## src/rtl/rtype_pkg.sv

```systemverilog
// -----------------------------------------------------------------------------
// rtype_pkg
// Shared definitions for the RV32 R-type ADD/SUB sequencer and its decoder:
//   - major opcode / funct3 / funct7 encodings accepted by the integer path
//   - sequencer state enumeration (3-bit encoding)
//   - instruction field bit positions, so every consumer slices identically
// -----------------------------------------------------------------------------
package rtype_pkg;

  // Encodings of the only instructions this path executes.
  localparam logic [6:0] OPC_OP    = 7'b0110011;
  localparam logic [2:0] F3_ADDSUB = 3'b000;
  localparam logic [6:0] F7_ADD    = 7'b0000000;
  localparam logic [6:0] F7_SUB    = 7'b0100000;

  // R-type field positions inside the 32-bit instruction word.
  localparam int OPC_LSB = 0;
  localparam int OPC_MSB = 6;
  localparam int RD_LSB  = 7;
  localparam int RD_MSB  = 11;
  localparam int F3_LSB  = 12;
  localparam int F3_MSB  = 14;
  localparam int RS1_LSB = 15;
  localparam int RS1_MSB = 19;
  localparam int RS2_LSB = 20;
  localparam int RS2_MSB = 24;
  localparam int F7_LSB  = 25;
  localparam int F7_MSB  = 31;

  // Sequencer states. One instruction is in flight at a time; HALT is only
  // left through an explicit start pulse.
  typedef enum logic [2:0] {
    IDLE   = 3'd0,
    FETCH  = 3'd1,
    DECODE = 3'd2,
    EXEC   = 3'd3,
    WB     = 3'd4,
    HALT   = 3'd5
  } state_e;

endpackage

```

## src/rtl/rtype_field_dec.sv

```systemverilog
// -----------------------------------------------------------------------------
// rtype_field_dec
// Purely combinational R-type field decoder. Kept separate from the sequencer
// so later execute stages can reuse the same legality rule.
//
// Ports:
//   ir      in   32  instruction word
//   rs1     out  5   source register 1 (ir[19:15])
//   rs2     out  5   source register 2 (ir[24:20])
//   rd      out  5   destination register (ir[11:7])
//   legal   out  1   encoding is ADD or SUB (OP major opcode, funct3=000)
//   is_sub  out  1   funct7 selects subtract
// -----------------------------------------------------------------------------
module rtype_field_dec (
  input  logic [31:0] ir,
  output logic [4:0]  rs1,
  output logic [4:0]  rs2,
  output logic [4:0]  rd,
  output logic        legal,
  output logic        is_sub
);
  import rtype_pkg::*;

  logic [6:0] opcode_s;
  logic [2:0] funct3_s;
  logic [6:0] funct7_s;

  // Slice the register fields and classify the encoding.
  always_comb begin
    opcode_s = ir[OPC_MSB:OPC_LSB];
    funct3_s = ir[F3_MSB:F3_LSB];
    funct7_s = ir[F7_MSB:F7_LSB];
    rs1      = ir[RS1_MSB:RS1_LSB];
    rs2      = ir[RS2_MSB:RS2_LSB];
    rd       = ir[RD_MSB:RD_LSB];

    if ((opcode_s == OPC_OP) && (funct3_s == F3_ADDSUB) &&
        ((funct7_s == F7_ADD) || (funct7_s == F7_SUB))) begin
      legal = 1'b1;
    end else begin
      legal = 1'b0;
    end

    // Only meaningful together with legal; the sequencer ignores it otherwise.
    if (funct7_s == F7_SUB) begin
      is_sub = 1'b1;
    end else begin
      is_sub = 1'b0;
    end
  end

endmodule

```

## src/rtl/rtype_seq_ctrl.sv

```systemverilog
// -----------------------------------------------------------------------------
// rtype_seq_ctrl
// Multi-cycle sequencer for the RV32 R-type ADD/SUB integer path. Fetches one
// instruction at a time over a req/ack port, decodes it, then drives the
// register-file addresses, ALU op select and write enable. No pipelining:
// FETCH (>=1 cycle) -> DECODE -> EXEC -> WB -> FETCH ...
//
// Parameters:
//   RESET_PC     PC loaded by an accepted start
//   ACK_TIMEOUT  FETCH cycles allowed without imem_ack before a timeout halt (>=1)
//   PC_STEP      byte increment per retired instruction
//
// Ports:
//   clk          in   1   rising-edge clock
//   rst          in   1   synchronous active-high reset, overrides everything
//   start        in   1   pulse; honoured only in IDLE or HALT
//   imem_req     out  1   fetch request (high for the whole FETCH state)
//   imem_addr    out  32  fetch address, stable while imem_req=1
//   imem_ack     in   1   instruction data valid (ignored outside FETCH)
//   imem_rdata   in   32  instruction word
//   rf_rs1/rs2   out  5   register-file read addresses (held between instrs)
//   rf_rd        out  5   register-file write address (held between instrs)
//   rf_we        out  1   write-enable pulse in WB, suppressed for x0
//   alu_en       out  1   ALU operand-latch pulse in EXEC
//   alu_sub      out  1   0=add, 1=sub
//   busy         out  1   FETCH/DECODE/EXEC/WB
//   halted       out  1   HALT
//   err_illegal  out  1   sticky, non-ADD/SUB seen (cleared by start)
//   err_timeout  out  1   sticky, fetch timed out (cleared by start)
//   retired_cnt  out  32  only with RTYPE_SEQ_RETIRE_CNT_EN: WB count, wraps
//
// Optional feature macro: RTYPE_SEQ_RETIRE_CNT_EN adds the retired_cnt port.
// All outputs are registered; they are computed from the next state so that
// each output is valid during the state it belongs to.
// -----------------------------------------------------------------------------
module rtype_seq_ctrl #(
  parameter logic [31:0] RESET_PC    = 32'h0000_0000,
  parameter int          ACK_TIMEOUT = 16,
  parameter logic [31:0] PC_STEP     = 32'd4
) (
  input  logic        clk,
  input  logic        rst,
  input  logic        start,
  output logic        imem_req,
  output logic [31:0] imem_addr,
  input  logic        imem_ack,
  input  logic [31:0] imem_rdata,
  output logic [4:0]  rf_rs1,
  output logic [4:0]  rf_rs2,
  output logic [4:0]  rf_rd,
  output logic        rf_we,
  output logic        alu_en,
  output logic        alu_sub,
  output logic        busy,
  output logic        halted,
  output logic        err_illegal,
  output logic        err_timeout
`ifdef RTYPE_SEQ_RETIRE_CNT_EN
  ,
  output logic [31:0] retired_cnt
`endif
);
  import rtype_pkg::*;

  // Wide enough to hold ACK_TIMEOUT-1, the last value before expiry.
  localparam int TW = (ACK_TIMEOUT > 1) ? $clog2(ACK_TIMEOUT) : 1;

  // Architectural state
  state_e        state_r;
  logic [31:0]   pc_r;
  logic [31:0]   ir_r;
  logic [TW-1:0] tmo_cnt_r;

  // Registered outputs
  logic          imem_req_r;
  logic [31:0]   imem_addr_r;
  logic [4:0]    rs1_r;
  logic [4:0]    rs2_r;
  logic [4:0]    rd_r;
  logic          rf_we_r;
  logic          alu_en_r;
  logic          alu_sub_r;
  logic          busy_r;
  logic          halted_r;
  logic          err_illegal_r;
  logic          err_timeout_r;

  // Next-state values
  state_e        state_nx_s;
  logic [31:0]   pc_nx_s;
  logic [31:0]   ir_nx_s;
  logic [TW-1:0] tmo_cnt_nx_s;
  logic          err_illegal_nx_s;
  logic          err_timeout_nx_s;
  logic          latch_fields_s;
  logic          last_wait_s;

  // Decoded view of the current IR
  logic [4:0]    dec_rs1_s;
  logic [4:0]    dec_rs2_s;
  logic [4:0]    dec_rd_s;
  logic          dec_legal_s;
  logic          dec_is_sub_s;

  rtype_field_dec u_dec (
    .ir     (ir_r),
    .rs1    (dec_rs1_s),
    .rs2    (dec_rs2_s),
    .rd     (dec_rd_s),
    .legal  (dec_legal_s),
    .is_sub (dec_is_sub_s)
  );

  // The counter holds the number of ack-less FETCH cycles already spent, so
  // the current cycle is the ACK_TIMEOUT-th one when it equals ACK_TIMEOUT-1.
  assign last_wait_s = (tmo_cnt_r == TW'(ACK_TIMEOUT - 1));

  // Next-state, PC, IR, timeout counter and sticky-flag logic.
  always_comb begin
    state_nx_s       = state_r;
    pc_nx_s          = pc_r;
    ir_nx_s          = ir_r;
    tmo_cnt_nx_s     = tmo_cnt_r;
    err_illegal_nx_s = err_illegal_r;
    err_timeout_nx_s = err_timeout_r;
    latch_fields_s   = 1'b0;

    case (state_r)
      IDLE, HALT: begin
        if (start) begin
          state_nx_s       = FETCH;
          pc_nx_s          = RESET_PC;
          tmo_cnt_nx_s     = '0;
          err_illegal_nx_s = 1'b0;
          err_timeout_nx_s = 1'b0;
        end else begin
          state_nx_s = state_r;
        end
      end

      FETCH: begin
        // An ack wins even on the very last allowed cycle.
        if (imem_ack) begin
          ir_nx_s      = imem_rdata;
          tmo_cnt_nx_s = '0;
          state_nx_s   = DECODE;
        end else if (last_wait_s) begin
          tmo_cnt_nx_s     = '0;
          err_timeout_nx_s = 1'b1;
          state_nx_s       = HALT;
        end else begin
          tmo_cnt_nx_s = tmo_cnt_r + TW'(1);
        end
      end

      DECODE: begin
        if (dec_legal_s) begin
          latch_fields_s = 1'b1;
          state_nx_s     = EXEC;
        end else begin
          err_illegal_nx_s = 1'b1;
          state_nx_s       = HALT;
        end
      end

      EXEC: begin
        state_nx_s = WB;
      end

      WB: begin
        // Natural 32-bit wrap: 0xFFFF_FFFC + 4 becomes 0 with no error.
        pc_nx_s    = pc_r + PC_STEP;
        state_nx_s = FETCH;
      end

      default: begin
        state_nx_s = IDLE;
      end
    endcase
  end

  // State, datapath and registered-output update; rst has absolute priority.
  always_ff @(posedge clk) begin
    if (rst) begin
      state_r       <= IDLE;
      pc_r          <= RESET_PC;
      ir_r          <= 32'h0000_0000;
      tmo_cnt_r     <= '0;
      imem_req_r    <= 1'b0;
      imem_addr_r   <= 32'h0000_0000;
      rs1_r         <= 5'd0;
      rs2_r         <= 5'd0;
      rd_r          <= 5'd0;
      rf_we_r       <= 1'b0;
      alu_en_r      <= 1'b0;
      alu_sub_r     <= 1'b0;
      busy_r        <= 1'b0;
      halted_r      <= 1'b0;
      err_illegal_r <= 1'b0;
      err_timeout_r <= 1'b0;
    end else begin
      state_r       <= state_nx_s;
      pc_r          <= pc_nx_s;
      ir_r          <= ir_nx_s;
      tmo_cnt_r     <= tmo_cnt_nx_s;
      err_illegal_r <= err_illegal_nx_s;
      err_timeout_r <= err_timeout_nx_s;

      imem_req_r <= (state_nx_s == FETCH);
      alu_en_r   <= (state_nx_s == EXEC);
      // rd_r was latched on the DECODE->EXEC edge, so it is valid here.
      rf_we_r    <= (state_nx_s == WB) && (rd_r != 5'd0);
      busy_r     <= (state_nx_s == FETCH) || (state_nx_s == DECODE) ||
                    (state_nx_s == EXEC)  || (state_nx_s == WB);
      halted_r   <= (state_nx_s == HALT);

      // Address only moves on entry to FETCH, keeping it stable under req.
      if (state_nx_s == FETCH) begin
        imem_addr_r <= pc_nx_s;
      end

      // Register addresses and op select hold their last decoded values.
      if (latch_fields_s) begin
        rs1_r     <= dec_rs1_s;
        rs2_r     <= dec_rs2_s;
        rd_r      <= dec_rd_s;
        alu_sub_r <= dec_is_sub_s;
      end
    end
  end

  assign imem_req    = imem_req_r;
  assign imem_addr   = imem_addr_r;
  assign rf_rs1      = rs1_r;
  assign rf_rs2      = rs2_r;
  assign rf_rd       = rd_r;
  assign rf_we       = rf_we_r;
  assign alu_en      = alu_en_r;
  assign alu_sub     = alu_sub_r;
  assign busy        = busy_r;
  assign halted      = halted_r;
  assign err_illegal = err_illegal_r;
  assign err_timeout = err_timeout_r;

`ifdef RTYPE_SEQ_RETIRE_CNT_EN
  logic [31:0] retired_cnt_r;
  logic        cnt_clr_s;
  logic        cnt_inc_s;

  // Only an accepted start clears the count; WB is the sole retire point, so
  // illegal and timed-out instructions never reach it.
  assign cnt_clr_s = start && ((state_r == IDLE) || (state_r == HALT));
  assign cnt_inc_s = (state_r == WB);

  // Retired-instruction counter, wraps at 2^32.
  always_ff @(posedge clk) begin
    if (rst) begin
      retired_cnt_r <= 32'd0;
    end else if (cnt_clr_s) begin
      retired_cnt_r <= 32'd0;
    end else if (cnt_inc_s) begin
      retired_cnt_r <= retired_cnt_r + 32'd1;
    end
  end

  assign retired_cnt = retired_cnt_r;
`endif

endmodule
```

## config.mk

```make
export PLATFORM = sky130hd
export DESIGN_NAME = rtype_seq_ctrl
export DESIGN_NICKNAME = d
export VERILOG_FILES = /design/src/rtl/rtype_pkg.sv /design/src/rtl/rtype_field_dec.sv /design/src/rtl/rtype_seq_ctrl.sv
export SDC_FILE = /design/constraint.sdc
export NUM_CORES = 1
export LEC_CHECK = 0
export CORE_ASPECT_RATIO = 0.8
export CORE_MARGIN = 1
export CORE_UTILIZATION = 53
export CTS_CLUSTER_DIAMETER = 100
export CTS_CLUSTER_SIZE = 14
export DETAILED_ROUTE_END_ITERATION = 6
export PLACE_DENSITY = 0.8
export SYNTH_ARGS = -nofsm -noshare
export SYNTH_HDL_FRONTEND = slang
export SYNTH_HIERARCHICAL = 1
export SYNTH_SLANG_ARGS = --single-unit
```

## constraint.sdc

```tcl
create_clock -name clk -period 2.2 [get_ports clk]
set_input_delay 0.55 -clock clk [delete_from_list [all_inputs] [get_ports clk]]
set_output_delay 0.55 -clock clk [all_outputs]
set_load 0.1 [all_outputs]
```

== Word level (Yosys, flattened, before mapping) ==
Index checks and enable logic that the tools add are counted.

* Flip-flop bits (word level): 126
* Input bits: 36

* Add/sub/neg operators: 2
* Eq/ne operators: 17
* Mux-type cells: 21
* Reductions and logical operators: 18

{| class="wikitable"
|+ Operators with widths
! cell !! count
|-
| $pmux W32 S2 || 1
|-
| $add A32 B3 Y32 const B || 1
|-
| $mux W32 || 1
|-
| $pmux W3 S5 || 1
|-
| $eq A7 B6 Y1 const B || 2
|-
| $eq A3 B2 Y1 const B || 4
|-
| $eq A3 B3 Y1 const B || 4
|-
| $mux W3 || 4
|-
| $mux W4 || 3
|-
| $mux W1 || 8
|-
| $ne A2 B2 Y1 const B || 4
|-
| $pmux W4 S2 || 1
|-
| $logic_not A7 Y1 || 1
|-
| $eq A3 B1 Y1 const B || 2
|-
| $logic_not A3 Y1 || 2
|-
| $reduce_bool A5 Y1 || 1
|-
| $add A4 B1 Y4 const B || 1
|-
| $eq A4 B4 Y1 const B || 1
|-
| $logic_or A1 B1 Y1 || 4
|-
| $pmux W1 S2 || 2
|-
| $reduce_and A2 Y1 || 2
|-
| $reduce_and A4 Y1 || 1
|-
| $reduce_bool A2 Y1 || 2
|-
| $logic_and A1 B1 Y1 || 3
|-
| 2 further kinds || 2
|}

== Logic depth before layout (Yosys ltp) ==
Gate-level depths: netlist of run 1.

* Depth in word-level cells: 10
* Gate-level depth with buffers: 9
* Mapped depth without buffers: 7

== Cells and area by module ==
Netlist of run 1, hierarchy kept.

{| class="wikitable"
|+ Modules (own cells, without submodules)
! module !! times used !! cells each !! area an instance (um^2) !! sequential area each (um^2)
|-
| rtype_seq_ctrl || 1 || 630 || 5292.6 || 2522.4
|-
| rtype_field_dec || 1 || 22 || 172.7 || 0.0
|}

== Least setup slack after synthesis of run 1 ==
No wires, ideal clock.

* Path type: input port to flip-flop
* Start point: input port imem_ack
* End point: register imem_addr_r[22] (netlist: imem_addr[22])
* Library setup time: 0.080 ns
* Data arrival time: 1.835 ns
* Setup slack: 0.285 ns
* Stages on the path: 7
* Buffers on the path: 3
* Path through: or4b_4 -> o21ai_2 -> nor4bb_1 -> buf_2 -> buf_6 -> buf_6 -> a211oi_2

* Word-level cells in the longest chain between the ends: 3

{| class="wikitable"
|+ RTL lines
! what !! line !! text
|-
| start, declared || rtype_seq_ctrl.sv:46 || <nowiki>input logic imem_ack,</nowiki>
|-
| $mux W3 || rtype_seq_ctrl.sv:143 || <nowiki>if (imem_ack) begin</nowiki>
|-
| $pmux W3 S5 || rtype_seq_ctrl.sv:128 || <nowiki>case (state_r)</nowiki>
|-
| $eq A3 B1 Y1 || rtype_seq_ctrl.sv:218 || <nowiki>if (state_nx_s == FETCH) begin</nowiki>
|-
| end signal, assigned || rtype_seq_ctrl.sv:219 || <nowiki>imem_addr_r <= pc_nx_s;</nowiki>
|-
| end, declared || rtype_seq_ctrl.sv:76 || <nowiki>logic [31:0] imem_addr_r;</nowiki>
|}

No other way between the ends.
A chain may end at the register's enable or synchronous reset.

== Final worst setup path of run 1 ==
* Start point: register state_r[1]
* End point: register imem_addr_r[9] (netlist: imem_addr[9])

* Word-level cells in the longest chain between the ends: 4
* Elaborated cells between the ends (all ways): 13
* Classes of those cells: eq/ne: 6; mux: 5; reduce/logical: 2

{| class="wikitable"
|+ RTL lines
! what !! line !! text
|-
| start, declared || rtype_seq_ctrl.sv:69 || <nowiki>state_e state_r;</nowiki>
|-
| start signal, assigned || rtype_seq_ctrl.sv:202 || <nowiki>state_r <= state_nx_s;</nowiki>
|-
| $eq A3 B3 Y1, or another cell as far along || rtype_seq_ctrl.sv:128 ||
|-
| $reduce_or A2 Y1 or $mux W3 (tied branches) || rtype_seq_ctrl.sv:128, rtype_seq_ctrl.sv:143 ||
|-
| $pmux W3 S5 || rtype_seq_ctrl.sv:128 ||
|-
| $eq A3 B1 Y1 || rtype_seq_ctrl.sv:218 ||
|}

Parallel ways exist; a longest one is shown, timed or not.

==> results of run 1 <==
## layout make-up
type                    count  area [um^2]
clock buffers              22          464
clock inverters             8          115
fillers                   731         2640
inverters                   8         30.0
multi-input cells         460         2710
flip-flops and latches    126         2530
well taps                 136          170
repair buffers            126         1150
## cells by family (layout without fill, tap and decap cells)
group,count (synthesis),count (layout),share of synthesized area [%]
compound gates,153,153,18.6
fa+ha+maj,3,3,0.641
xor+xnor,2,2,0.321
flops,126,126,46.2
simple gates,297,297,26.8
mux,5,5,0.939
buf+inv,66,164,6.57
## layer usage
| metal | up-vias | GRT usage [%] | share of wire (%) |
|---|---|---|---|
| met5 | - | 0 | 0 |
| li1 | 2450 | - | - |
| met2 | 164 | 43.7 | 49 |
| met3 | 30 | 7.79 | 6.2 |
| met4 | 0 | 9.74 | 1.4 |
| met1 | 2415 | 32.5 | 43 |
## worst min-delay path, stage by stage, from the launching register on
cell	delay [ns]
dfxtp_1	0.30
nand2_1	0.05
a21oi_1	0.05
## registers in the layout, indices dropped and copies added, names as in the netlist
signal       flops
imem_addr       32
ir_r            32
pc_r            32
rf_rd            5
rf_rs1           5
rf_rs2           5
tmo_cnt_r        4
state_r          3
alu_en           1
alu_sub          1
busy             1
err_illegal      1
err_timeout      1
halted           1
imem_req         1
rf_we            1
## per-stage QoR
| step | instance area (um^2) | util (%) | hold slack (ns) |
|---|---|---|---|
| floorplan | 5470 | - | 0.429 |
| detailed placement | 6380 | 65.1 | 0.444 |
| finish | 7170 | 73.1 | 0.450 |
| global placement | 6380 | 65.1 | 0.435 |
| global route | 7170 | 73.1 | 0.472 |
| CTS | 7050 | 71.8 | 0.452 |
## worst max-delay path by stage
stage,startpoint,end
4_1_cts,ir_r[4],imem_addr[28]
6_report,state_r[1],imem_addr[9]
3_3_place_gp,start,imem_addr[8]
2_1_floorplan,imem_ack,imem_addr[22]
5_1_grt,state_r[1],imem_addr[9]
3_5_place_dp,imem_ack,rf_we
## layout by cell type (no fill, tap or decap), drive strengths merged, types with 3 or more instances in the layout
cell,instances
nor2,81
o21ai,15
a31oi,13
buf,90
nor4b,3
nor3,8
a21oi,69
o211ai,3
nand2,117
nand4,6
and2,4
nor2b,7
nand3,14
clkbuf,24
nor3b,6
and3,13
a32o,5
and4,5
clkdlybuf4s50,33
nor4,8
bufinv,3
nand2b,10
a211oi,25
dfxtp,126
inv,8
mux2i,4
clkinv,5
## what timing repair did
action                                 CTS  global route
resized for setup                       10            16
gates cloned                             1             2
pin swaps                                3            17
endpoints found under the hold margin    0             0
setup buffers                            1             1
setup endpoints to repair               11            33
## power by group through the flow
| stage | clock, uW | sequential [uW] | combinational [uW] |
|---|---|---|---|
| final | 2760 | 2450 | 1210 |
| after detailed placement | 0 | 2490 | 1100 |
| after global routing | 2910 | 2460 | 1280 |
| after global placement | 0 | 2490 | 1070 |
| after floorplan | 0 | 2930 | 374 |
| after CTS | 2790 | 2440 | 1150 |
==> PnR_summary.wiki, run 1 <==
{| class="wikitable"
! Metric !! Value
|-
| Post-route antenna net violation count || 0
|-
| Hold path start || ir_r[30]
|-
| Cell type with the largest total area after synthesis || dfxtp_1
|-
| Clk Tree Root Cell || clkbuf_16
|-
| Total wire length || 14000 um
|-
| Non-filler instance count after layout || 886
|-
| Antenna violations before repair || 0
|-
| Total DRC errors in the routed layout || 0
|-
| Post-detailed-placement half-perimeter wirelength || 8740 um
|-
| Post-synthesis cell area || around 5500 um^2
|-
| First-pass iteration count of the detailed router || 6
|-
| Total Negative Setup Slacks || 0 ns
|-
| Final setup viols || 0
|-
| Peak supply drop || 0.000760 V
|-
| Leakage power || about 0.0028 uW
|-
| Netlist cell types || 70
|-
| Area contributors post-synth || dfxtp_1, nand2_1, a21oi_1, nor2_1, a211oi_1
|-
| Pin count of the biggest net entering global routing || 39
|-
| Power density of the placed cells || ~900 nW/um^2
|-
| CTS tree || done
|-
| Count of placed standard cells including taps || between 800 and 900
|-
| Nets in the synthesized netlist || between 600 and 700
|-
| Ratio of cells with drive above 1 in the final layout || ~22%
|-
| Sequential cell area fraction in the yosys report || a little under half
|-
| Starting DRT DRC Count || roughly 350
|-
| DIE AREA || roughly 11000 um^2
|-
| Worst path max stage delay || between 0.6 and 0.7 ns
|-
| Most frequent cell after synthesis || dfxtp_1
|-
| Latest clock arrival within the worst-skew pair || approximately 0.4 ns
|-
| Initial core utilization || 55.7%
|-
| I/O Pins || roughly 90
|-
| Unrepaired setup endpoints after global routing || true
|-
| Buffers added on ports || 90
|-
| Period minus WS final || between 2 and 2.5 ns
|-
| Crit path max-delay cell type || dfxtp_1
|-
| Internal power || between 4000 and 5000 uW
|-
| Cells after Synth || approximately 650
|-
| Leading post-synthesis cells by instance count || dfxtp_1, nand2_1, nor2_1
|-
| Die width || roughly 120 um
|-
| Setup slack of the most critical reg-to-reg path || ~0.037 ns
|-
| H-tree level count || 4
|-
| Number of global-route vias before repair || around 4700
|-
| Core area || roughly 9800 um^2
|-
| Kind of end point of the critical path || register
|-
| Vias || approximately 5000
|-
| Fmax || about 460 MHz
|-
| Tightest Hold Check Type || reg2reg
|-
| Post-CTS clock slew at the launch and capture registers of the worst setup and hold paths || 0.05 ns
|-
| Logic depth of the worst path, buffers included || 7
|-
| Highest net fanout along the worst path || 30
|-
| Setup CP Type || reg2reg
|-
| GRT Residual Overflow || 0
|-
| Overall fraction of global-route tracks in use || a little over a quarter
|-
| Measured slew at the worst slew-check pin || about 0.56 ns
|-
| Total count of max-transition violations in the final report || 0
|-
| Hold buffer count at cts || 0
|-
| Worst-case reg-to-reg path depth || 7
|-
| Total of flip-flops plus latches after synthesis || around 130
|-
| Portion of total power attributed to the clock network || a little over two fifths
|-
| Skew final || just over 0.009 ns
|-
| Gate power share || about a fifth
|-
| Total design power || around 6400 uW
|-
| Outcome || completed
|-
| Global-route wire length before repair || 22200 um
|-
| Switching power summed over all nets || about 1800 uW
|-
| Floorplan die height || around 93 um
|-
| Final worst path period share || between 90% and 100%
|-
| Endpoint of the worst hold path || ir_r[30]
|-
| Hold Vio Cnt, Final || 0
|-
| Hold-critical path depth || 2
|-
| Async set-reset flop share out of synthesis || 0%
|-
| Yosys warning total || 6
|-
| Share of the synthesized area in the top cell type || ~46%
|-
| Per-cell via count in the routed design || about 5.7
|-
| Number of diodes added for antenna fixing || 0
|-
| Cts bufs inserted || 17
|-
| MaxCap Viol Count || 0
|-
| Maximum clock insertion buffer count || 2
|-
| Final layout net count || ~800
|-
| Rel. slew slack || 62.0%
|-
| Arrival time at the worst endpoint || between 2 and 3 ns
|-
| FP Rows || 32
|-
| Post-Synthesis Mean Instance Area || 8.38 um^2
|-
| Final weighted congestion of routability-driven global placement || around 0.85
|-
| Main flop type after synthesis || dfxtp_1
|-
| Count of flip-flops with a built-in enable after synthesis || 0
|-
| Startpoint of the most critical register-to-register path || state_r[1]
|-
| RR Endpoint || imem_addr[9]
|-
| Post-synthesis to final-layout area growth || 31.2%
|-
| CP delay by family, top || compound AO/OA/AOI/OAI gates
|-
| Switching part of the total power || roughly 29%
|-
| Cell-by-cell trace of the critical path || nor2_1 -> o31ai_1 -> nor4bb_4 -> buf_6 -> buf_16 -> nand2b_1 -> a21oi_2
|-
| WP buf/inv || 2
|-
| Required arrival time at the worst endpoint || between 2 and 3 ns
|-
| Routed wire length per instance || between 15 and 20 um
|-
| Worst Setup Slack, final || 0.0367 ns
|-
| Sequential cell fraction of total power || a little under two fifths
|-
| Sinks on Clock Net || 126
|-
| Worst-case setup slack after placement || -0.399 ns
|-
| Startpoint type of the worst setup path || register
|}
No activity file was read; power rests on OpenSTA's default activity.
==> inputs of run 2 (changes only) <==
SKIP_LAST_GASP = 1   (was unset)
==> run 2 against run 1 <==
  * The run now ends with design-rule violations left
  * Register-to-register slack about the same
  * Sequential power about the same
  * Sequential cell count unchanged
  * Clock power about the same
  * Setup slack improved by 0.014 ns
  * Power increased by 0.15%
  * Global-route usage unchanged
  * Final area is essentially flat
  * Critical path type unchanged
  * Highest routed layer unchanged
==> PnR_summary.wiki, run 2 (synthesis gave the netlist of run 1 again) <==
{| class="wikitable"
! Metric !! Value
|-
| Highest net fanout along the worst path || 30 (unchanged)
|-
| Post-synthesis to final-layout area growth || 31.1% (was 31.2%)
|-
| Sinks on Clock Net || 126 (unchanged)
|-
| Post-detailed-placement half-perimeter wirelength || 8740 um (unchanged)
|-
| Core area || 9810 um^2 (unchanged)
|-
| Global-route wire length before repair || 22200 um (unchanged)
|-
| Crit path max-delay cell type || dfxtp_1 (unchanged)
|-
| Switching part of the total power || 28.7% (was 28.6%)
|-
| Fmax || 465 MHz (was 462 MHz)
|-
| Leakage power || 0.00278 uW (about the same)
|-
| Final setup viols || 0 (unchanged)
|-
| Internal power || 4580 uW (about the same)
|-
| Sequential cell fraction of total power || 38.1% (about the same)
|-
| I/O Pins || 91 (unchanged)
|-
| Peak supply drop || 0.000761 V (was 0.000760 V)
|-
| Total wire length || 14000 um (about the same)
|-
| Starting DRT DRC Count || 374 (was 349)
|-
| Kind of end point of the critical path || register (unchanged)
|-
| Worst path max stage delay || 0.63 ns (was 0.64 ns)
|-
| Cell-by-cell trace of the critical path || nor2_1 -> o31ai_1 -> nor4bb_4 -> buf_6 -> buf_16 -> nand2b_1 -> a21oi_1 (was nor2_1 -> o31ai_1 -> nor4bb_4 -> buf_6 -> buf_16 -> nand2b_1 -> a21oi_2)
|-
| H-tree level count || 4 (unchanged)
|-
| Die width || 116 um (unchanged)
|-
| Clk Tree Root Cell || clkbuf_16 (unchanged)
|-
| Post-CTS clock slew at the launch and capture registers of the worst setup and hold paths || 0.05 ns (about the same)
|-
| Period minus WS final || 2.15 ns (was 2.16 ns)
|-
| Arrival time at the worst endpoint || 2.49 ns (was 2.50 ns)
|-
| Overall fraction of global-route tracks in use || 26.5% (unchanged)
|-
| Number of global-route vias before repair || 4717 (unchanged)
|-
| Final layout net count || 777 (unchanged)
|-
| Area occupied by multi-input gates || 2710 um^2 (about the same)
|-
| Hold path start || ir_r[30] (unchanged)
|-
| Routed wire length per instance || 15.8 um (about the same)
|-
| Hold Slack || 0.450 ns (about the same)
|-
| Total DRC errors in the routed layout || 1 (was 0)
|-
| GRT Residual Overflow || 0 (unchanged)
|-
| Power density of the placed cells || 897 nW/um^2 (was 895 nW/um^2)
|-
| Worst-case setup slack after placement || -0.399 ns (unchanged)
|-
| Startpoint type of the worst setup path || register (unchanged)
|-
| Floorplan die height || 92.8 um (unchanged)
|-
| Required arrival time at the worst endpoint || 2.54 ns (about the same)
|-
| Latest clock arrival within the worst-skew pair || 0.41 ns (about the same)
|-
| Per-cell via count in the routed design || 5.71 (unchanged)
|-
| Startpoint of the most critical register-to-register path || state_r[1] (unchanged)
|-
| Post-route antenna net violation count || 0 (unchanged)
|-
| Buffers added on ports || 90 (unchanged)
|-
| Switching power summed over all nets || 1850 uW (was 1840 uW)
|-
| Number of fill cells in the layout || 732 (was 731)
|-
| Setup slack of the most critical reg-to-reg path || 0.05 ns (was 0.04 ns)
|-
| Setup CP Type || reg2reg (unchanged)
|-
| Portion of total power attributed to the clock network || 43.0% (was 42.9%)
|-
| Finished Core Util || 73.1% (about the same)
|-
| Measured slew at the worst slew-check pin || 0.581 ns (was 0.565 ns)
|-
| CTS tree || done (unchanged)
|-
| Gate power share || 18.9% (about the same)
|-
| FP Rows || 32 (unchanged)
|-
| Tightest Hold Check Type || reg2reg (unchanged)
|-
| MaxCap Viol Count || 0 (unchanged)
|-
| Outcome || complete, but fails checks (was completed)
|-
| Area of all sequential standard cells || 2530 um^2 (unchanged)
|-
| First-pass iteration count of the detailed router || 7 (was 6)
|-
| Vias || 5059 (unchanged)
|-
| Ratio of cells with drive above 1 in the final layout || 22.1% (was 22.3%)
|-
| Unrepaired setup endpoints after global routing || true (unchanged)
|-
| Initial core utilization || 55.7% (unchanged)
|-
| Final weighted congestion of routability-driven global placement || 0.850 (unchanged)
|-
| Cts bufs inserted || 17 (unchanged)
|-
| Antenna violations before repair || 0 (unchanged)
|-
| Final Instance Area || 7170 um^2 (about the same)
|-
| Maximum clock insertion buffer count || 2 (unchanged)
|-
| DIE AREA || 10700 um^2 (unchanged)
|-
| Commonest cells after routing, fill and taps aside || dfxtp_1, nand2_1, buf_4 (unchanged)
|-
| Hold buffer count at cts || 0 (unchanged)
|-
| Violated checks || design-rule violations
|-
| Pin count of the biggest net entering global routing || 39 (unchanged)
|-
| Critical Path Source || state_r[1] (unchanged)
|-
| Total count of max-transition violations in the final report || 0 (unchanged)
|-
| Number of diodes added for antenna fixing || 0 (unchanged)
|-
| Hold Vio Cnt, Final || 0 (unchanged)
|-
| Commonest non-fill, non-tap cell in the layout || dfxtp_1 (unchanged)
|-
| Final worst path period share || 97.7% (was 98.3%)
|-
| Rel. slew slack || 61.0% (was 62.0%)
|-
| Skew final || 0.00668 ns (was 0.00907 ns)
|-
| Placed standard-cell area || 6380 um^2 (unchanged)
|-
| Worst Setup Slack, final || 0.0504 ns (was 0.0367 ns)
|}
-- run 2: layout make-up --
class	instances	share of cell area, %
multi-input cells	460	37.8
repair buffers	126	16.1
inverters	8	0.419
clock inverters	8	1.61
clock buffers	22	6.48
well taps	136	2.37
flip-flops and latches	126	35.3
-- run 2: critical path: cells and delay by family (launching register included) --
| kind | cells | cell delay [ns] |
|---|---|---|
| buffers and inverters | 2 | 0.37 |
| and+or+nand+nor | 3 | 0.41 |
| DFF | 1 | 0.63 |
| AOI/OAI and AO/OA | 2 | 0.68 |
-- run 2: path summary, 6_finish.rpt --
check,to,cells after the start
hold / removal,ir_r[30],2
hold reg to reg,ir_r[30],2
setup / recovery,imem_addr[9],7
setup reg to reg,imem_addr[9],7
-- run 2: stage by stage --
| step | cells | TNS (ns) | total power [uW] |
|---|---|---|---|
| after CTS | 883 | 0 | 6380 |
| final | 886 | 0 | 6430 |
| after detailed placement | 851 | -10.71 | 3590 |
| after floorplan | 652 | 0 | 3300 |
| after global routing | 886 | -2.10 | 6640 |
| after global placement | 851 | -7.50 | 3560 |
-- run 2: power groups by stage --
stage / combinational, uW / clock, uW / sequential (uW)
after floorplan: 374 / 0 / 2930
after global placement: 1070 / 0 / 2490
after detailed placement: 1100 / 0 / 2490
after CTS: 1150 / 2790 / 2440
after global routing: 1280 / 2910 / 2460
final: 1220 / 2770 / 2450
-- run 2: what timing repair did --
action | in CTS | in global routing
pin swaps | 3 | 15
resized for setup | 10 | 15
setup buffers | 1 | 1
setup endpoints to repair | 11 | 33
gates cloned | 1 | 2
-- run 2: metal layers --
metal	share of wire, %	GRT usage (%)	wire length [um]	vias up
met1	44	32.5	6180	2421
met2	49	43.7	6830	160
li1	-	-	-	2450
met5	0	0	0	-
met4	1.4	9.74	193	0
met3	5.8	7.79	808	28
